**config.mk**
```make
export PLATFORM = sky130hd
export DESIGN_NAME = seg7_scan_ctrl
export DESIGN_NICKNAME = d
export VERILOG_FILES = /design/src/rtl/seg7_pkg.sv /design/src/rtl/seg7_hex_decode.sv /design/src/rtl/seg7_scan_ctrl.sv
export SDC_FILE = /design/constraint.sdc
export NUM_CORES = 1
export LEC_CHECK = 0
export BUFFER_PORTS_ARGS = -buffer_cell sky130_fd_sc_hd__buf_2
export CAP_MARGIN = 20
export CORE_ASPECT_RATIO = 0.6
export CORE_MARGIN = 4
export CORE_UTILIZATION = 57
export CTS_CLUSTER_SIZE = 14
export DETAILED_ROUTE_END_ITERATION = 6
export GPL_ROUTABILITY_DRIVEN = 0
export MAX_ROUTING_LAYER = met4
export PLACE_DENSITY = 0.9
export SLEW_MARGIN = 15
export SYNTH_ARGS = -nofsm -noshare
export SYNTH_HDL_FRONTEND = slang
export SYNTH_SLANG_ARGS = --single-unit
export TNS_END_PERCENT = 5
```
**constraint.sdc**
```tcl
create_clock -name clk -period 2.95 [get_ports clk]
set_input_delay 0.295 -clock clk [delete_from_list [all_inputs] [get_ports clk]]
set_output_delay 0.295 -clock clk [all_outputs]
set_load 0.05 [all_outputs]
```
**src/rtl/seg7_pkg.sv**
```systemverilog
// Shared constants, committed-display record and hex segment table for the 7-segment scan block.
// All segment encodings are active-low with g..a in [6:0] and the decimal point in [7].
package seg7_pkg;

    localparam logic [7:0] SEG_BLANK = 8'hFF;
    localparam int unsigned DP_BIT = 7;
    localparam logic [3:0] DIG_NONE = 4'hF;

    typedef struct packed {
        logic [15:0] value;
        logic [3:0]  dp;
        logic        lzb;
        logic [3:0]  bright;
    } disp_cfg_t;

    function automatic logic [6:0] hex_to_seg(input logic [3:0] nib);
        logic [7:0] code;
        code = SEG_BLANK;
        unique case (nib)
            4'h0: code = 8'hC0;
            4'h1: code = 8'hF9;
            4'h2: code = 8'hA4;
            4'h3: code = 8'hB0;
            4'h4: code = 8'h99;
            4'h5: code = 8'h92;
            4'h6: code = 8'h82;
            4'h7: code = 8'hF8;
            4'h8: code = 8'h80;
            4'h9: code = 8'h90;
            4'hA: code = 8'h88;
            4'hB: code = 8'h83;
            4'hC: code = 8'hC6;
            4'hD: code = 8'hA1;
            4'hE: code = 8'h86;
            4'hF: code = 8'h8E;
            default: code = SEG_BLANK;
        endcase
        return code[6:0];
    endfunction

endpackage

```
**src/rtl/seg7_hex_decode.sv**
```systemverilog
// Combinational nibble to active-low g..a segment pattern; the decimal point is handled by the caller.
module seg7_hex_decode (
    input  logic [3:0] nibble,
    output logic [6:0] seg
);
    import seg7_pkg::*;

    assign seg = hex_to_seg(nibble);

endmodule

```
**src/rtl/seg7_scan_ctrl.sv**
```systemverilog
// Four-digit common-anode 7-segment scanner with dead time, PWM brightness, leading-zero
// blanking and a load/ack handshake that only swaps display contents on frame boundaries.
module seg7_scan_ctrl #(
    parameter int unsigned SLOT_W      = 16,
    parameter int unsigned DEAD_CYCLES = 64
) (
    input  logic        clk,
    input  logic        rst,
    input  logic        load,
    input  logic [15:0] value,
    input  logic [3:0]  dp,
    input  logic        lzb,
    input  logic [3:0]  bright,
    output logic        load_ack,
    output logic        busy,
    output logic        frame_start,
    output logic [3:0]  dig,
    output logic [7:0]  seg
);
    import seg7_pkg::*;

    localparam logic [SLOT_W-1:0] DEAD = SLOT_W'(DEAD_CYCLES);

    logic [SLOT_W-1:0] cnt_q;
    logic [1:0]        idx_q;
    disp_cfg_t         pend_q;
    disp_cfg_t         cur_q;
    logic              busy_q;
    logic              ack_q;
    logic              fs_q;
    logic [3:0]        dig_q;
    logic [7:0]        seg_q;

    logic              cnt_max;
    logic              frame_end;
    logic              commit;
    logic [3:0]        nib;
    logic [6:0]        hex_seg;
    logic [3:0]        blank;
    logic              lit;
    logic [3:0]        dig_d;
    logic [7:0]        seg_d;

    assign cnt_max   = &cnt_q;
    assign frame_end = (idx_q == 2'd3) && cnt_max;
    // Commit takes the data that was pending before this edge; a load in the same
    // cycle lands in pending and waits for the next frame end.
    assign commit    = frame_end && busy_q;

    always_comb begin
        nib = 4'h0;
        unique case (idx_q)
            2'd0: nib = cur_q.value[3:0];
            2'd1: nib = cur_q.value[7:4];
            2'd2: nib = cur_q.value[11:8];
            2'd3: nib = cur_q.value[15:12];
            default: nib = 4'h0;
        endcase
    end

    seg7_hex_decode u_hex_decode (
        .nibble (nib),
        .seg    (hex_seg)
    );

    // Blanking ripples down from the most significant digit; digit0 always shows.
    always_comb begin
        blank    = 4'b0000;
        blank[3] = cur_q.lzb && (cur_q.value[15:12] == 4'h0);
        blank[2] = blank[3] && (cur_q.value[11:8] == 4'h0);
        blank[1] = blank[2] && (cur_q.value[7:4] == 4'h0);
        blank[0] = 1'b0;
    end

    always_comb begin
        lit   = (cnt_q >= DEAD) && (cnt_q[SLOT_W-1 -: 4] < cur_q.bright) && !blank[idx_q];
        dig_d = DIG_NONE;
        seg_d = SEG_BLANK;
        if (lit) begin
            dig_d         = ~(4'b0001 << idx_q);
            seg_d[6:0]    = hex_seg;
            seg_d[DP_BIT] = ~cur_q.dp[idx_q];
        end
    end

    always_ff @(posedge clk) begin
        if (rst) begin
            cnt_q  <= '0;
            idx_q  <= 2'd0;
            pend_q <= '0;
            cur_q  <= '0;
            busy_q <= 1'b0;
            ack_q  <= 1'b0;
            fs_q   <= 1'b0;
            dig_q  <= DIG_NONE;
            seg_q  <= SEG_BLANK;
        end else begin
            cnt_q <= cnt_q + SLOT_W'(1);
            if (cnt_max) begin
                idx_q <= idx_q + 2'd1;
            end
            if (load) begin
                pend_q <= disp_cfg_t'{value: value, dp: dp, lzb: lzb, bright: bright};
            end
            if (commit) begin
                cur_q <= pend_q;
            end
            if (load) begin
                busy_q <= 1'b1;
            end else if (commit) begin
                busy_q <= 1'b0;
            end
            ack_q <= commit;
            fs_q  <= (idx_q == 2'd0) && (cnt_q == '0);
            dig_q <= dig_d;
            seg_q <= seg_d;
        end
    end

    assign load_ack    = ack_q;
    assign busy        = busy_q;
    assign frame_start = fs_q;
    assign dig         = dig_q;
    assign seg         = seg_q;

endmodule

```
Word-level counts from Yosys, hierarchy flattened
Memory sizes are Yosys's and may differ from the RTL's. A register that Yosys moved wholly into a read port is not among the register bits.
Index checks and enable logic that the tools add are counted.
{"block": "totals", "regBits": 83, "mem_count": 1, "word_cells": 52, "in_bits": 28, "rom_bits": 112, "output_inout_bits": 15}
{"name": "(no name shown)", "words": 16, "width": 7, "rd": 1, "rd_ports_with_merged_regs": 1, "write_ports": 0, "line": "seg7_pkg.sv:19", "rtl": "unique case (nib)"}
{"block": "classes", "n_lt_le_gt_ge": 3, "eq_ne": 3, "n_mux": 7, "reduce_logical": 17, "n_addsub": 2, "n_shift": 1, "n_bitwise": 3}
{"cell": "16-bit by 1-bit adder with 16-bit output, second input constant", "n": 1}
{"cell": "16-bit by 7-bit >= comparator with 1-bit output, second input constant", "n": 1}
{"cell": "16-bit logical NOT", "n": 1}
{"cell": "4-bit one-hot mux with 4 select lines", "n": 1}
{"cell": "16-bit AND reduction", "n": 1}
{"cell": "4-bit logical NOT", "n": 3}
{"cell": "1-bit logical AND", "n": 8}
{"cell": "1-bit binary-select mux with 2-bit select", "n": 2}
{"cell": "2-bit == test, second input constant", "n": 2}
{"cell": "4-bit < comparator", "n": 1}
{"cell": "1-bit two-way mux", "n": 4}
{"cell": "4-bit inverter", "n": 1}
{"cell": "1-bit by 2-bit left shift with 4-bit output, first input constant", "n": 1}
{"cell": "2-bit by 3-bit < comparator with 1-bit output, second input constant", "n": 1}
{"cell": "2-bit by 1-bit adder with 2-bit output, second input constant", "n": 1}
{"cell": "2-bit by 1-bit == test with 1-bit output, second input constant", "n": 1}
{"cell": "2-bit logical NOT", "n": 1}
{"cell": "1-bit inverter", "n": 2}
{"cell": "2-bit nonzero test", "n": 1}
{"cell": "2-bit OR reduction", "n": 1}
{"cell": "1-bit logical NOT", "n": 1}

Logic depth before layout (Yosys ltp)
{"block": "logic_depth", "ltp_word": 10, "ltp_mapped": 10, "depth_no_buf": 10}

By module
Synthesis repeated with hierarchy kept, for this count alone.
{"block": "unflattened", "cells_unflattened": 393, "area_unflattened_um2": 3852.4}
{"module": "seg7_scan_ctrl", "instances": 1, "seq_area_each_um2": 1661.6, "cells_each": 358, "area_per_inst_um2": 3604.7}
{"module": "seg7_hex_decode", "instances": 1, "seq_area_each_um2": 0.0, "cells_each": 35, "area_per_inst_um2": 247.7}

Least setup slack after synthesis
No wires, ideal clock.
{"block": "synth_timing", "path_type": "reg-to-reg", "from": "register idx_q[0]", "to": "register seg_q[5] (netlist: seg[5])", "t_required_ns": 2.805, "synth_period_minus_slack_ns": 2.165, "arrival_ns": 2.020, "slack_ns": 0.785, "setup_time_ns": 0.145, "n_path_buf": 0, "stages_incl_launch_ff": 11, "cell_sequence": "dfxtp_1 -> inv_1 -> ha_1 -> a222oi_1 -> nand2_1 -> o21ai_0 -> inv_1 -> ha_1 -> and2_1 -> a21oi_1 -> o221ai_1"}
{"block": "synth_via", "elab_chain_len": 6, "word_cells_on_any_way": 11, "classes_between": "eq/ne (3); mux (3); bitwise (1); reduce/logical (4)"}
{"element": "from (decl)", "line": "seg7_scan_ctrl.sv:25", "rtl": "logic [1:0] idx_q;"}
{"element": "from (signal assigned)", "line": "seg7_scan_ctrl.sv:100", "rtl": "idx_q <= idx_q + 2'd1;"}
{"element": "1-bit binary-select mux with 2-bit select", "line": "seg7_scan_ctrl.sv:76", "rtl": "lit = (cnt_q >= DEAD) && (cnt_q[SLOT_W-1 -: 4] < cur_q.bright) && !blank[idx_q];"}
{"element": "1-bit two-way mux (implied by the code)", "line": "seg7_scan_ctrl.sv:76"}
{"element": "1-bit logical NOT", "line": "seg7_scan_ctrl.sv:76"}
{"element": "1-bit logical AND", "line": "seg7_scan_ctrl.sv:76"}
{"element": "1-bit inverter (no line)"}
{"element": "2-bit OR reduction (no line)"}
{"element": "to (decl)", "line": "seg7_scan_ctrl.sv:32", "rtl": "logic [7:0] seg_q;"}
Parallel ways exist; a longest one is shown, timed or not. The select of a mux whose other input is x is not followed.
A chain may end at the register's enable or synchronous reset.

Worst setup path in the final report
{"block": "layout_timing", "from": "register idx_q[0]", "to": "register seg_q[3] (netlist: seg[3])"}
Same word-level chain as after synthesis.

==> summary.txt <==
STATUS
----------------------------------------------------------------------------------
Result of the run ................................................... finished clean

ROUTE
----------------------------------------------------------------------------------
Wirelength per Cell .................................................      13.7 um
Number of detailed-routing iterations run before antenna repair .....            5
Drt first-iter violations ...........................................          221
Via Count ...........................................................         2726
Detail Route Antenna Nets ...........................................            0
Remaining routing DRC violations ....................................            0
Avg Vias per Cell ...................................................         5.41
Final wirelength ....................................................      6920 um

GLOBAL ROUTING
----------------------------------------------------------------------------------
Initial antenna violation count .....................................            0
Number of global-route vias before repair ...........................         2559
Pin count of the biggest net entering global routing ................           72
Gr ovfl total .......................................................            0
Global-route wire length before repair ..............................     11800 um
GRT Resource Usage Total ............................................        0.213

SYNTH
----------------------------------------------------------------------------------
Synth async-reset ratio .............................................            0
Biggest area consumer among synthesized cells .......................      dfxtp_1
Top area cells in the synthesized netlist ........................... dfxtp_1, mux2i_1, nand2_1
Average instance area after synthesis ...............................    9.16 um^2
Count of unique library cells instantiated by Yosys .................           41
Yosys warnings ......................................................            0
Post-synth top flop .................................................      dfxtp_1
Post-synthesis instance total .......................................          380
Number of synthesized register bits .................................           83
Summed instance area of the synthesized netlist .....................    3480 um^2
Portion of the post-synthesis area used by sequential elements ......        0.478
Post-synth EDFFs ....................................................            0
Post-synth net total ................................................          421
Top cell type's share of synthesized area ...........................        0.478

CELLS AND AREA
----------------------------------------------------------------------------------
Signed area change from the synthesized netlist to the final layout .        12.4%
Final design instance area without fill .............................    3910 um^2
Final net count .....................................................          460
Fraction of final layout cells sized beyond drive strength 1 ........        0.208
Antenna diodes ......................................................            0

POWER AND IR DROP
----------------------------------------------------------------------------------
IR Drop Worst-Case VDD ..............................................   0.000323 V
Switching power .....................................................   0.000509 W
Register share of total power .......................................        0.578
Part of the power in combinational logic ............................        0.049
Power per cell area .................................................  515 nW/um^2
Clock power frac ....................................................        0.373
Lkg Pwr .............................................................      1.52 nW
Switching Fraction ..................................................        0.252
Internal Dissipation ................................................    0.00151 W

STA
----------------------------------------------------------------------------------
Post-route clock period utilization .................................        0.853
Final critical-path required period .................................      2.52 ns
Total of endpoints with negative setup slack in the final report ....            0
Post-Route Setup TNS ................................................         0 ns
Max Transition Viols Final ..........................................            0
Slew at the pin closest to its max-slew limit .......................     0.811 ns
Setup repair after global routing missed its margin .................        false
Maximum clock frequency .............................................      397 MHz
Worst slew margin relative to its limit .............................        0.459
Crit path setup slack, layout .......................................     0.434 ns
Setup skew after layout .............................................   0.00798 ns
Hold Violations, Final ..............................................            0

CRITICAL PATH
----------------------------------------------------------------------------------
Reg-to-reg endpoint .................................................       seg[3]
Bufs and invs on worst path .........................................            2
Reg2Reg Setup Slack .................................................      0.43 ns
Crit path kind ......................................................   reg -> reg
Cells along the critical path ....................................... inv_1, ha_1, a222oi_1, a21oi_1, inv_1, ha_1, nor2_1, o311ai_0
Startpoint kind of the worst setup timing path ......................    flip-flop
CP Data Arrival Time ................................................      2.75 ns
Worst reg2reg path depth ............................................            8
Longest individual stage delay on the worst path ....................      0.48 ns
Nature of the critical path endpoint ................................    flip-flop
Cell with the biggest individual delay on the critical path .........      dfxtp_1
Worst EP required ...................................................      3.18 ns
Largest fanout of any net on the critical path ......................            7
Cell class contributing the biggest share of worst-path delay ....... compound AO/OA/AOI/OAI gates
Reg-to-reg startpoint ...............................................     idx_q[0]

FLOORPLAN
----------------------------------------------------------------------------------
Die extent in x .....................................................       109 um
Area of the die .....................................................    7460 um^2
Number of placement rows ............................................           21
Starting density of the core ........................................        0.607
Die height ..........................................................      68.5 um
I/O pins ............................................................           43
Core area ...........................................................    5730 um^2

RUN
----------------------------------------------------------------------------------
Max-Cap Viols .......................................................            0

CLOCK NETWORK
----------------------------------------------------------------------------------
Number of clock sinks seen by CTS ...................................           83
Clock tree root driver cell .........................................     clkbuf_8
Hold Buf Count CTS ..................................................            0
Clock slew seen by the registers of the worst setup and hold paths ..      0.09 ns
Number of setup buffers added after CTS .............................            0
Clock tree from TritonCTS ...........................................          yes
PostCTS Resize Cnt ..................................................            0
Deepest clock path buffer count .....................................            2
TritonCTS buffer count ..............................................            9
Total number of H-tree levels .......................................            3
Insertion delay of the later-clocked pin in the worst-skew pair .....      0.37 ns

PLACEMENT
----------------------------------------------------------------------------------
Number of port buffers ..............................................           42
Detailed Place HPWL .................................................      4920 um
Placed Area .........................................................    3730 um^2
Post-placement setup slack ..........................................     0.468 ns

HOLD PATH
----------------------------------------------------------------------------------
Worst hold-check path type ..........................................    in -> reg
Worst hold path cell count ..........................................            3
Min-delay src .......................................................    value[14]
Terminating pin of the worst hold path ..............................   pend_q[23]

layout make-up:
cell class	instances	area [um^2]
Multi-Input combinational cell	265	1670
Clock inverter	7	58.8
Fill cell	473	1820
Sequential cell	83	1660
Inverter	14	52.6
Tap cell	80	100
Clock buffer	9	124
Timing Repair Buffer	46	240
placed cells by master (no fill, tap or decap), types with 2 or more instances in the layout:
| cell type | count |
|---|---|
| o311ai_0 | 2 |
| o221ai_1 | 2 |
| buf_2 | 42 |
| nor3_1 | 6 |
| inv_6 | 4 |
| nand2_1 | 56 |
| nand3_1 | 10 |
| clkinvlp_4 | 2 |
| ha_1 | 13 |
| dfxtp_1 | 83 |
| buf_4 | 4 |
| and3_1 | 2 |
| nor4_1 | 6 |
| mux2i_1 | 29 |
| nand4_1 | 3 |
| or3_1 | 2 |
| a222oi_1 | 4 |
| xnor2_1 | 8 |
| nand2_2 | 10 |
| o211ai_1 | 2 |
| mux2_2 | 2 |
| clkbuf_8 | 9 |
| a21o_1 | 2 |
| inv_1 | 13 |
| o21ai_0 | 3 |
| nor2_1 | 55 |
| a21oi_2 | 10 |
| a21oi_1 | 22 |
| xor2_1 | 6 |
through the flow:
step | util | cells | hold WS (ns) | power, W
floorplan | - | 380 | 0.429 | 0.00125
global placement | 0.651 | 488 | 0.439 | 0.00128
detailed placement | 0.651 | 488 | 0.445 | 0.00129
CTS | 0.683 | 504 | 0.146 | 0.00204
global route | 0.683 | 504 | 0.165 | 0.00210
finish | 0.683 | 504 | 0.161 | 0.00201
cell usage after synthesis (2+ instances only):
cell,instances
dfxtp_1,83
nand2_1,56
nor2_1,55
mux2i_1,29
a21oi_1,22
ha_1,13
inv_1,13
a21oi_2,10
clkbuf_1,10
nand2_2,10
nand3_1,10
xnor2_1,8
nor3_1,6
nor4_1,6
xor2_1,6
a222oi_1,4
buf_1,3
nand4_1,3
o21ai_0,3
a21o_1,2
and3_1,2
buf_2,2
mux2_2,2
o211ai_1,2
o221ai_1,2
o311ai_0,2
or3_1,2
registers in the layout (all words and copies together), names as in the netlist:
name / cells
cnt_q: 16
busy: 1
dig: 4
load_ack: 1
pend_q: 25
frame_start: 1
seg: 8
idx_q: 2
cur_q: 25
per-layer routing:
| metal | GRT usage | part of all wire |
|---|---|---|
| met1 | 0.263 | 0.47 |
| met2 | 0.323 | 0.46 |
| met3 | 0.0772 | 0.060 |
| met4 | 0.0819 | 0.016 |
| met5 | - | 0 |
tightest hold or removal path: stages:
cell	delay [ns]
buf_2	0.07
mux2i_1	0.06
nor2_1	0.07
power groups by stage:
stage | clock, W | combinational (W) | sequential (W)
2_1_floorplan | 0 | 0.0000612 | 0.00119
3_3_place_gp | 0 | 0.0000958 | 0.00119
3_5_place_dp | 0 | 0.0000999 | 0.00119
4_1_cts | 0.000772 | 0.000101 | 0.00116
5_1_grt | 0.000819 | 0.000111 | 0.00117
6_report | 0.000751 | 0.0000994 | 0.00116
how the worst max path moves through the flow:
| stage | start | depth (start not counted) | endpoint |
|---|---|---|---|
| after detailed placement | idx_q[0] | 8 | seg[3] |
| after global routing | idx_q[0] | 8 | seg[3] |
| after floorplan | idx_q[0] | 10 | seg[5] |
| after global placement | idx_q[0] | 10 | seg[6] |
| after CTS | idx_q[0] | 8 | seg[3] |
| final | idx_q[0] | 8 | seg[3] |
cells by family (layout without fill, tap and decap cells):
family                   Yosys count  in the layout  share of synthesized area
XOR/XNOR                          14             14                     0.0352
adder cells (fa/ha/maj)           13             13                     0.0467
AND/OR/NAND/NOR                  156            156                      0.204
AO/OA/AOI/OAI                     50             50                     0.0982
buffers and inverters             32             76                     0.0417
multiplexers                      32             32                     0.0964
flip-flops                        83             83                      0.478
(Power assumes the default switching activity.)
